===== config.mk =====
export PLATFORM = sky130hd
export DESIGN_NAME = sram_arbiter
export DESIGN_NICKNAME = d
export VERILOG_FILES = /design/src/rtl/sram_arbiter.sv
export SDC_FILE = /design/constraint.sdc
export NUM_CORES = 1
export LEC_CHECK = 0
export ABC_AREA = 1
export CAP_MARGIN = 10
export CORE_ASPECT_RATIO = 1.4
export CORE_MARGIN = 4
export CORE_UTILIZATION = 40
export CTS_CLUSTER_SIZE = 20
export DETAILED_ROUTE_END_ITERATION = 12
export PLACE_DENSITY = 0.75
export RECOVER_POWER = 100
export SYNTH_ARGS = -nofsm -noshare
export SYNTH_HDL_FRONTEND = slang
export SYNTH_SLANG_ARGS = --single-unit
export TNS_END_PERCENT = 20

===== constraint.sdc =====
create_clock -name clk -period 2.67 [get_ports clk]
set_input_delay 0.6675 -clock clk [delete_from_list [all_inputs] [get_ports clk]]
set_output_delay 0.6675 -clock clk [all_outputs]
set_load 0.01 [all_outputs]

===== src/rtl/sram_arbiter.sv =====
// Sequencer and two-port arbiter for the external 1M x 16 asynchronous SRAM.
// Video reads have fixed priority; the host is promoted after STARVE_LIMIT video grants.
module sram_arbiter #(
  parameter int RD_WAIT      = 1,
  parameter int WR_WAIT      = 1,
  parameter int STARVE_LIMIT = 4
) (
  input  logic        clk,
  input  logic        reset_n,
  input  logic [19:0] host_addr,
  input  logic [15:0] host_wdata,
  input  logic [1:0]  host_be,
  input  logic        host_rd,
  input  logic        host_wr,
  output logic        host_ack,
  output logic        host_rvalid,
  output logic [15:0] host_rdata,
  input  logic [19:0] vid_addr,
  input  logic        vid_rd,
  output logic        vid_ack,
  output logic        vid_rvalid,
  output logic [15:0] vid_rdata,
  output logic [19:0] sram_addr,
  output logic        sram_ce_n,
  output logic        sram_oe_n,
  output logic        sram_we_n,
  output logic        sram_ub_n,
  output logic        sram_lb_n,
  output logic [15:0] sram_dq_out,
  output logic        sram_dq_oe,
  input  logic [15:0] sram_dq_in,
  output logic [1:0]  dbg_state,
  output logic [3:0]  dbg_starve_cnt
);

  // Handshake: a request is a level held until its ack pulse; the ack marks the
  // edge where address/data/byte enables were latched. rvalid is a one-cycle
  // pulse with rdata valid, and rdata holds until that port's next read completes.

  typedef enum logic [1:0] {IDLE = 2'd0, READ = 2'd1, WRITE = 2'd2, WREC = 2'd3} state_t;

  localparam int            CW     = 8;
  localparam logic [CW-1:0] RD_CNT = CW'(RD_WAIT);
  localparam logic [CW-1:0] WR_CNT = CW'(WR_WAIT);
  localparam logic [3:0]    LIMIT  = 4'(STARVE_LIMIT);

  state_t        state_q, state_d;
  logic [CW-1:0] wait_q, wait_d;
  logic [3:0]    starve_q, starve_d;
  logic          owner_vid_q, owner_vid_d;
  logic [1:0]    be_q, be_d;
  logic [19:0]   addr_q, addr_d;
  logic [15:0]   wdata_q, wdata_d;
  logic          host_ack_q, host_ack_d, vid_ack_q, vid_ack_d;
  logic          host_rvalid_q, host_rvalid_d, vid_rvalid_q, vid_rvalid_d;
  logic [15:0]   host_rdata_q, host_rdata_d, vid_rdata_q, vid_rdata_d;
  logic          ce_n_q, ce_n_d, oe_n_q, oe_n_d, we_n_q, we_n_d;
  logic          ub_n_q, ub_n_d, lb_n_q, lb_n_d, dq_oe_q, dq_oe_d;

  logic host_pend, grant_host, grant_vid;

  assign host_pend  = host_rd | host_wr;
  assign grant_host = (state_q == IDLE) && host_pend && ((starve_q == LIMIT) || !vid_rd);
  assign grant_vid  = (state_q == IDLE) && vid_rd && !grant_host;

  always_ff @(posedge clk or negedge reset_n) begin
    if (!reset_n) begin
      state_q       <= IDLE;
      wait_q        <= '0;
      starve_q      <= '0;
      owner_vid_q   <= 1'b0;
      be_q          <= 2'b00;
      addr_q        <= '0;
      wdata_q       <= '0;
      host_ack_q    <= 1'b0;
      vid_ack_q     <= 1'b0;
      host_rvalid_q <= 1'b0;
      vid_rvalid_q  <= 1'b0;
      host_rdata_q  <= '0;
      vid_rdata_q   <= '0;
      ce_n_q        <= 1'b1;
      oe_n_q        <= 1'b1;
      we_n_q        <= 1'b1;
      ub_n_q        <= 1'b1;
      lb_n_q        <= 1'b1;
      dq_oe_q       <= 1'b0;
    end else begin
      state_q       <= state_d;
      wait_q        <= wait_d;
      starve_q      <= starve_d;
      owner_vid_q   <= owner_vid_d;
      be_q          <= be_d;
      addr_q        <= addr_d;
      wdata_q       <= wdata_d;
      host_ack_q    <= host_ack_d;
      vid_ack_q     <= vid_ack_d;
      host_rvalid_q <= host_rvalid_d;
      vid_rvalid_q  <= vid_rvalid_d;
      host_rdata_q  <= host_rdata_d;
      vid_rdata_q   <= vid_rdata_d;
      ce_n_q        <= ce_n_d;
      oe_n_q        <= oe_n_d;
      we_n_q        <= we_n_d;
      ub_n_q        <= ub_n_d;
      lb_n_q        <= lb_n_d;
      dq_oe_q       <= dq_oe_d;
    end
  end

  // Next state, grant/latch and completion handling.
  always_comb begin
    state_d       = state_q;
    wait_d        = wait_q;
    starve_d      = starve_q;
    owner_vid_d   = owner_vid_q;
    be_d          = be_q;
    addr_d        = addr_q;
    wdata_d       = wdata_q;
    host_ack_d    = 1'b0;
    vid_ack_d     = 1'b0;
    host_rvalid_d = 1'b0;
    vid_rvalid_d  = 1'b0;
    host_rdata_d  = host_rdata_q;
    vid_rdata_d   = vid_rdata_q;
    case (state_q)
      IDLE: begin
        if (!host_pend) starve_d = '0;
        if (grant_host) begin
          starve_d    = '0;
          owner_vid_d = 1'b0;
          addr_d      = host_addr;
          wdata_d     = host_wdata;
          be_d        = host_be;
          host_ack_d  = 1'b1;
          // A simultaneous read+write request is serviced as the write only.
          if (host_wr) begin
            state_d = WRITE;
            wait_d  = WR_CNT;
          end else begin
            state_d = READ;
            wait_d  = RD_CNT;
          end
        end else if (grant_vid) begin
          if (host_pend && (starve_q != LIMIT)) starve_d = starve_q + 4'd1;
          owner_vid_d = 1'b1;
          addr_d      = vid_addr;
          vid_ack_d   = 1'b1;
          state_d     = READ;
          wait_d      = RD_CNT;
        end
      end
      READ: begin
        if (wait_q == '0) begin
          state_d = IDLE;
          if (owner_vid_q) begin
            vid_rdata_d  = sram_dq_in;
            vid_rvalid_d = 1'b1;
          end else begin
            host_rdata_d  = sram_dq_in;
            host_rvalid_d = 1'b1;
          end
        end else begin
          wait_d = wait_q - CW'(1);
        end
      end
      WRITE: begin
        if (wait_q == '0) state_d = WREC;
        else              wait_d  = wait_q - CW'(1);
      end
      WREC:    state_d = IDLE;
      default: state_d = IDLE;
    endcase
  end

  // Strobes are registered, so they are decoded from the state being entered.
  always_comb begin
    ce_n_d  = 1'b1;
    oe_n_d  = 1'b1;
    we_n_d  = 1'b1;
    ub_n_d  = 1'b1;
    lb_n_d  = 1'b1;
    dq_oe_d = 1'b0;
    case (state_d)
      READ: begin
        ce_n_d = 1'b0;
        oe_n_d = 1'b0;
        ub_n_d = 1'b0;
        lb_n_d = 1'b0;
      end
      WRITE: begin
        ce_n_d  = 1'b0;
        we_n_d  = 1'b0;
        dq_oe_d = 1'b1;
        ub_n_d  = ~be_d[1];
        lb_n_d  = ~be_d[0];
      end
      WREC: begin
        // Data and address held one more cycle past the rising we_n.
        ce_n_d  = 1'b0;
        dq_oe_d = 1'b1;
        ub_n_d  = ~be_d[1];
        lb_n_d  = ~be_d[0];
      end
      default: ;
    endcase
  end

  assign host_ack       = host_ack_q;
  assign host_rvalid    = host_rvalid_q;
  assign host_rdata     = host_rdata_q;
  assign vid_ack        = vid_ack_q;
  assign vid_rvalid     = vid_rvalid_q;
  assign vid_rdata      = vid_rdata_q;
  assign sram_addr      = addr_q;
  assign sram_dq_out    = wdata_q;
  assign sram_ce_n      = ce_n_q;
  assign sram_oe_n      = oe_n_q;
  assign sram_we_n      = we_n_q;
  assign sram_ub_n      = ub_n_q;
  assign sram_lb_n      = lb_n_q;
  assign sram_dq_oe     = dq_oe_q;
  assign dbg_state      = state_q;
  assign dbg_starve_cnt = starve_q;

endmodule

==> flow_metrics.env <==
export IMPL_crit_chain="inv_1 > ha_1 > inv_1 > nor2_1 > nand2_2 > inv_1 > buf_12 > nand2_1 > a31oi_1"
export IMPL_status="finished with violations"
export IMPL_setup_tns_ns=0
export IMPL_clock_sinks=95
export IMPL_path_clk_slew_ns=0.07
export IMPL_crit_slowest_cell="dfrtp_1"
export IMPL_vdd_drop_max_v=0.0006574
export IMPL_yosys_top_cells_count="nand2_1, dfrtp_1, inv_1"
export IMPL_cts_buffers=9
export IMPL_port_buffers=162
export IMPL_coreArea_um2=9899
export IMPL_synth_top_cell_by_area="dfrtp_1"
export IMPL_drtIter0Drc=157
export IMPL_dr_total_vias=3645
export IMPL_ant_nets=0
export IMPL_hold_ws_ns=0.4721
export IMPL_violations="max-capacitance violations, max-slew violations"
export IMPL_setup_violations=0
export IMPL_maxSlewHeadroom=-0.003664
export IMPL_cp_arrival_ns=2.44
export IMPL_finalPower_mw=6.779
export IMPL_hpwlAfterDp_um=8021
export IMPL_rows=43
export IMPL_drc=0
export IMPL_cts_root_buf="clkbuf_16"
export IMPL_ctsHoldBuffers=0
export IMPL_finalHoldViolCount=0
export IMPL_gp_congestion=0.8628
export IMPL_cts_htree_levels=3
export IMPL_track_usage=0.1940
export IMPL_n_antenna_cell=0
export IMPL_nets=704
export IMPL_synth_distinct_cells=27
export IMPL_fp_dieArea_um2=11820
export IMPL_syn_avg_cell_area_um2=8.860
export IMPL_p_leak_nw=2.904
export IMPL_dr_pass1_iters=4
export IMPL_ys_ff_latch=95
export IMPL_die_width_um=93.03
export IMPL_cpMostUsedCell="inv_1"
export IMPL_min_path_type="flop to flop"
export IMPL_startpoint_type="flop"
export IMPL_synth_edf_count=0
export IMPL_grt_max_degree=71
export IMPL_cp_required_ns=2.93
export IMPL_clock_latency_ns=0.34
export IMPL_synth_async_sr_flop_share=1.000
export IMPL_grt_pass1_vias=3677
export IMPL_finalInstanceArea_um2=6072
export IMPL_finClkSkew_ns=0.009797
export IMPL_wirelength_um=11060
export IMPL_syn2layout_area_growth_pct=49.97
export IMPL_end_kind="flop"
export IMPL_grt_pass1_wl_um=18160
export IMPL_syn_nets=545
export IMPL_synth_area_um2=4049
export IMPL_tritoncts="done"
export IMPL_placed_cell_area_um2=5806
export IMPL_die_y_um=127.0
export IMPL_max_freq_mhz=458.8
export IMPL_worst_slew_pin_transition_ns=1.505
export IMPL_yosysMostFrequentCell="nand2_1"
export IMPL_final_max_slew_viol_count=25
export IMPL_wl_per_cell_um=14.63
export IMPL_drive_gt1_frac=0.05153
export IMPL_synth_ff_type="dfrtp_1"
export IMPL_synth_warning_count=0
export IMPL_rsz0062_at_grt="no"
export IMPL_postCtsSetupBuffers=0
export IMPL_clk_path_buf_depth=2
export IMPL_period_share=0.8164
export IMPL_io_pins=163
export IMPL_vias_per_cell=4.821
export IMPL_yosysTopAreaCellShare=0.5562
export IMPL_netlist_top_cells_area="dfrtp_1, nand2_1, o21ai_0, inv_1, dfstp_2"
export IMPL_period_minus_slack_ns=2.180
export IMPL_max_cap_violations=1
export IMPL_rrSetupSlack_ns=0.49
export IMPL_p_per_area_nw_per_um2=1116
export IMPL_utilization=0.6134
export IMPL_grt_ovfl_total=0
export IMPL_cp_slowest_stage_delay_ns=0.43
export IMPL_path_max_fanout=38
export IMPL_start_util=0.4090
export IMPL_antenna_found_initial=0
export IMPL_cp_top_family="buffers and inverters"
export IMPL_ys_seq_area_frac=0.5887
export IMPL_worst_path_buf_inv=4
export IMPL_crit_type="flop to flop"
export IMPL_cts_resized=0
export IMPL_syn_inst=457
## routing by layer
metal,track usage,vias to the layer above,wire length [um]
li1,-,1759,-
met1,0.2460,1738,4473
met2,0.3195,130,5620
met3,0.04711,18,647
met4,0.07679,0,323
met5,0,-,0
## power breakdown
part	total [mW]	switching (mW)	internal, mW
clock	1.22	0.544	0.681
combinational	3.08	1.65	1.43
sequential	2.48	0.349	2.13
total	6.78	2.54	4.24
## stage by stage
stage / setup slack (ns) / instances
after floorplan: 1.036 / 457
after global placement: 0.5068 / 740
after detailed placement: 0.4450 / 740
after CTS: 0.5502 / 756
after global routing: 0.2747 / 756
final: 0.4902 / 756
## cell usage in the layout (no fill, tap or decap)
master | Yosys | routed
o21ai_0 | 40 | 46
inv_1 | 41 | 43
xor2_1 | 3 | 3
buf_12 | 0 | 3
nand3_2 | 2 | 2
nand2_2 | 2 | 2
or2_2 | 2 | 2
nand3b_1 | 0 | 1
nor2_1 | 34 | 36
o22ai_1 | 1 | 1
clkdlybuf4s50_1 | 0 | 77
clkbuf_16 | 0 | 9
clkbuf_8 | 0 | 2
nand3_1 | 13 | 13
xnor2_1 | 1 | 1
dfstp_2 | 5 | 5
buf_4 | 1 | 1
dlygate4sd3_1 | 0 | 84
nor3_1 | 1 | 1
inv_6 | 0 | 1
o21ai_1 | 7 | 1
ha_1 | 9 | 9
clkbuf_1 | 0 | 1
nand4_1 | 1 | 1
clkinvlp_4 | 0 | 1
a31oi_1 | 20 | 20
nand2_1 | 159 | 159
clkinv_2 | 0 | 3
nor2_2 | 2 | 1
dfrtp_1 | 90 | 90
a21oi_1 | 2 | 2
## final cells by class
class | instances | area [um^2]
Inverter | 43 | 161.4
Tap cell | 135 | 168.9
Multi-Input combinational cell | 301 | 1391
Fill cell | 870 | 3827
Clock inverter | 5 | 31.28
Clock buffer | 11 | 252.7
Timing Repair Buffer | 166 | 1683
Sequential cell | 95 | 2384
## sequential cells by signal, summed over array words and instances, names as in the netlist, 2 cells and up
register	count
be_q	2
wait_q	8
sram_addr	20
dbg_state	2
vid_rdata	16
sram_dq_out	16
host_rdata	16
dbg_starve_cnt	4
## final timing paths
check | from | end | depth (start not counted)
max in group asynchronous | reset_n | sram_ub_n$_DFF_PN1_ | 2
min in group asynchronous | reset_n | sram_addr[15]$_DFFE_PN0P_ | 1
hold / removal | sram_dq_out[4]$_DFFE_PN0P_ | sram_dq_out[4]$_DFFE_PN0P_ | 2
setup / recovery | dbg_state[0]$_DFF_PN0_ | sram_addr[1]$_DFFE_PN0P_ | 9
hold reg to reg | sram_dq_out[4]$_DFFE_PN0P_ | sram_dq_out[4]$_DFFE_PN0P_ | 2
setup reg to reg | dbg_state[0]$_DFF_PN0_ | sram_addr[1]$_DFFE_PN0P_ | 9
## worst register-to-register path, stage by stage (launching register included)
cell	delay, ns
dfrtp_1	0.43
inv_1	0.16
ha_1	0.34
inv_1	0.14
nor2_1	0.19
nand2_2	0.20
inv_1	0.17
buf_12	0.21
nand2_1	0.09
a31oi_1	0.15
## cells by family after synthesis
| logic type | Yosys count | share of synthesized area |
|---|---|---|
| AOI/OAI and AO/OA | 70 | 0.09302 |
| buffers and inverters | 61 | 0.06428 |
| DFF | 95 | 0.5887 |
| xor gates and xnor gates | 4 | 0.008654 |
| and+or+nand+nor | 218 | 0.2175 |
| adders and majority gates | 9 | 0.02781 |
Power figures use the tool's default switching activity.
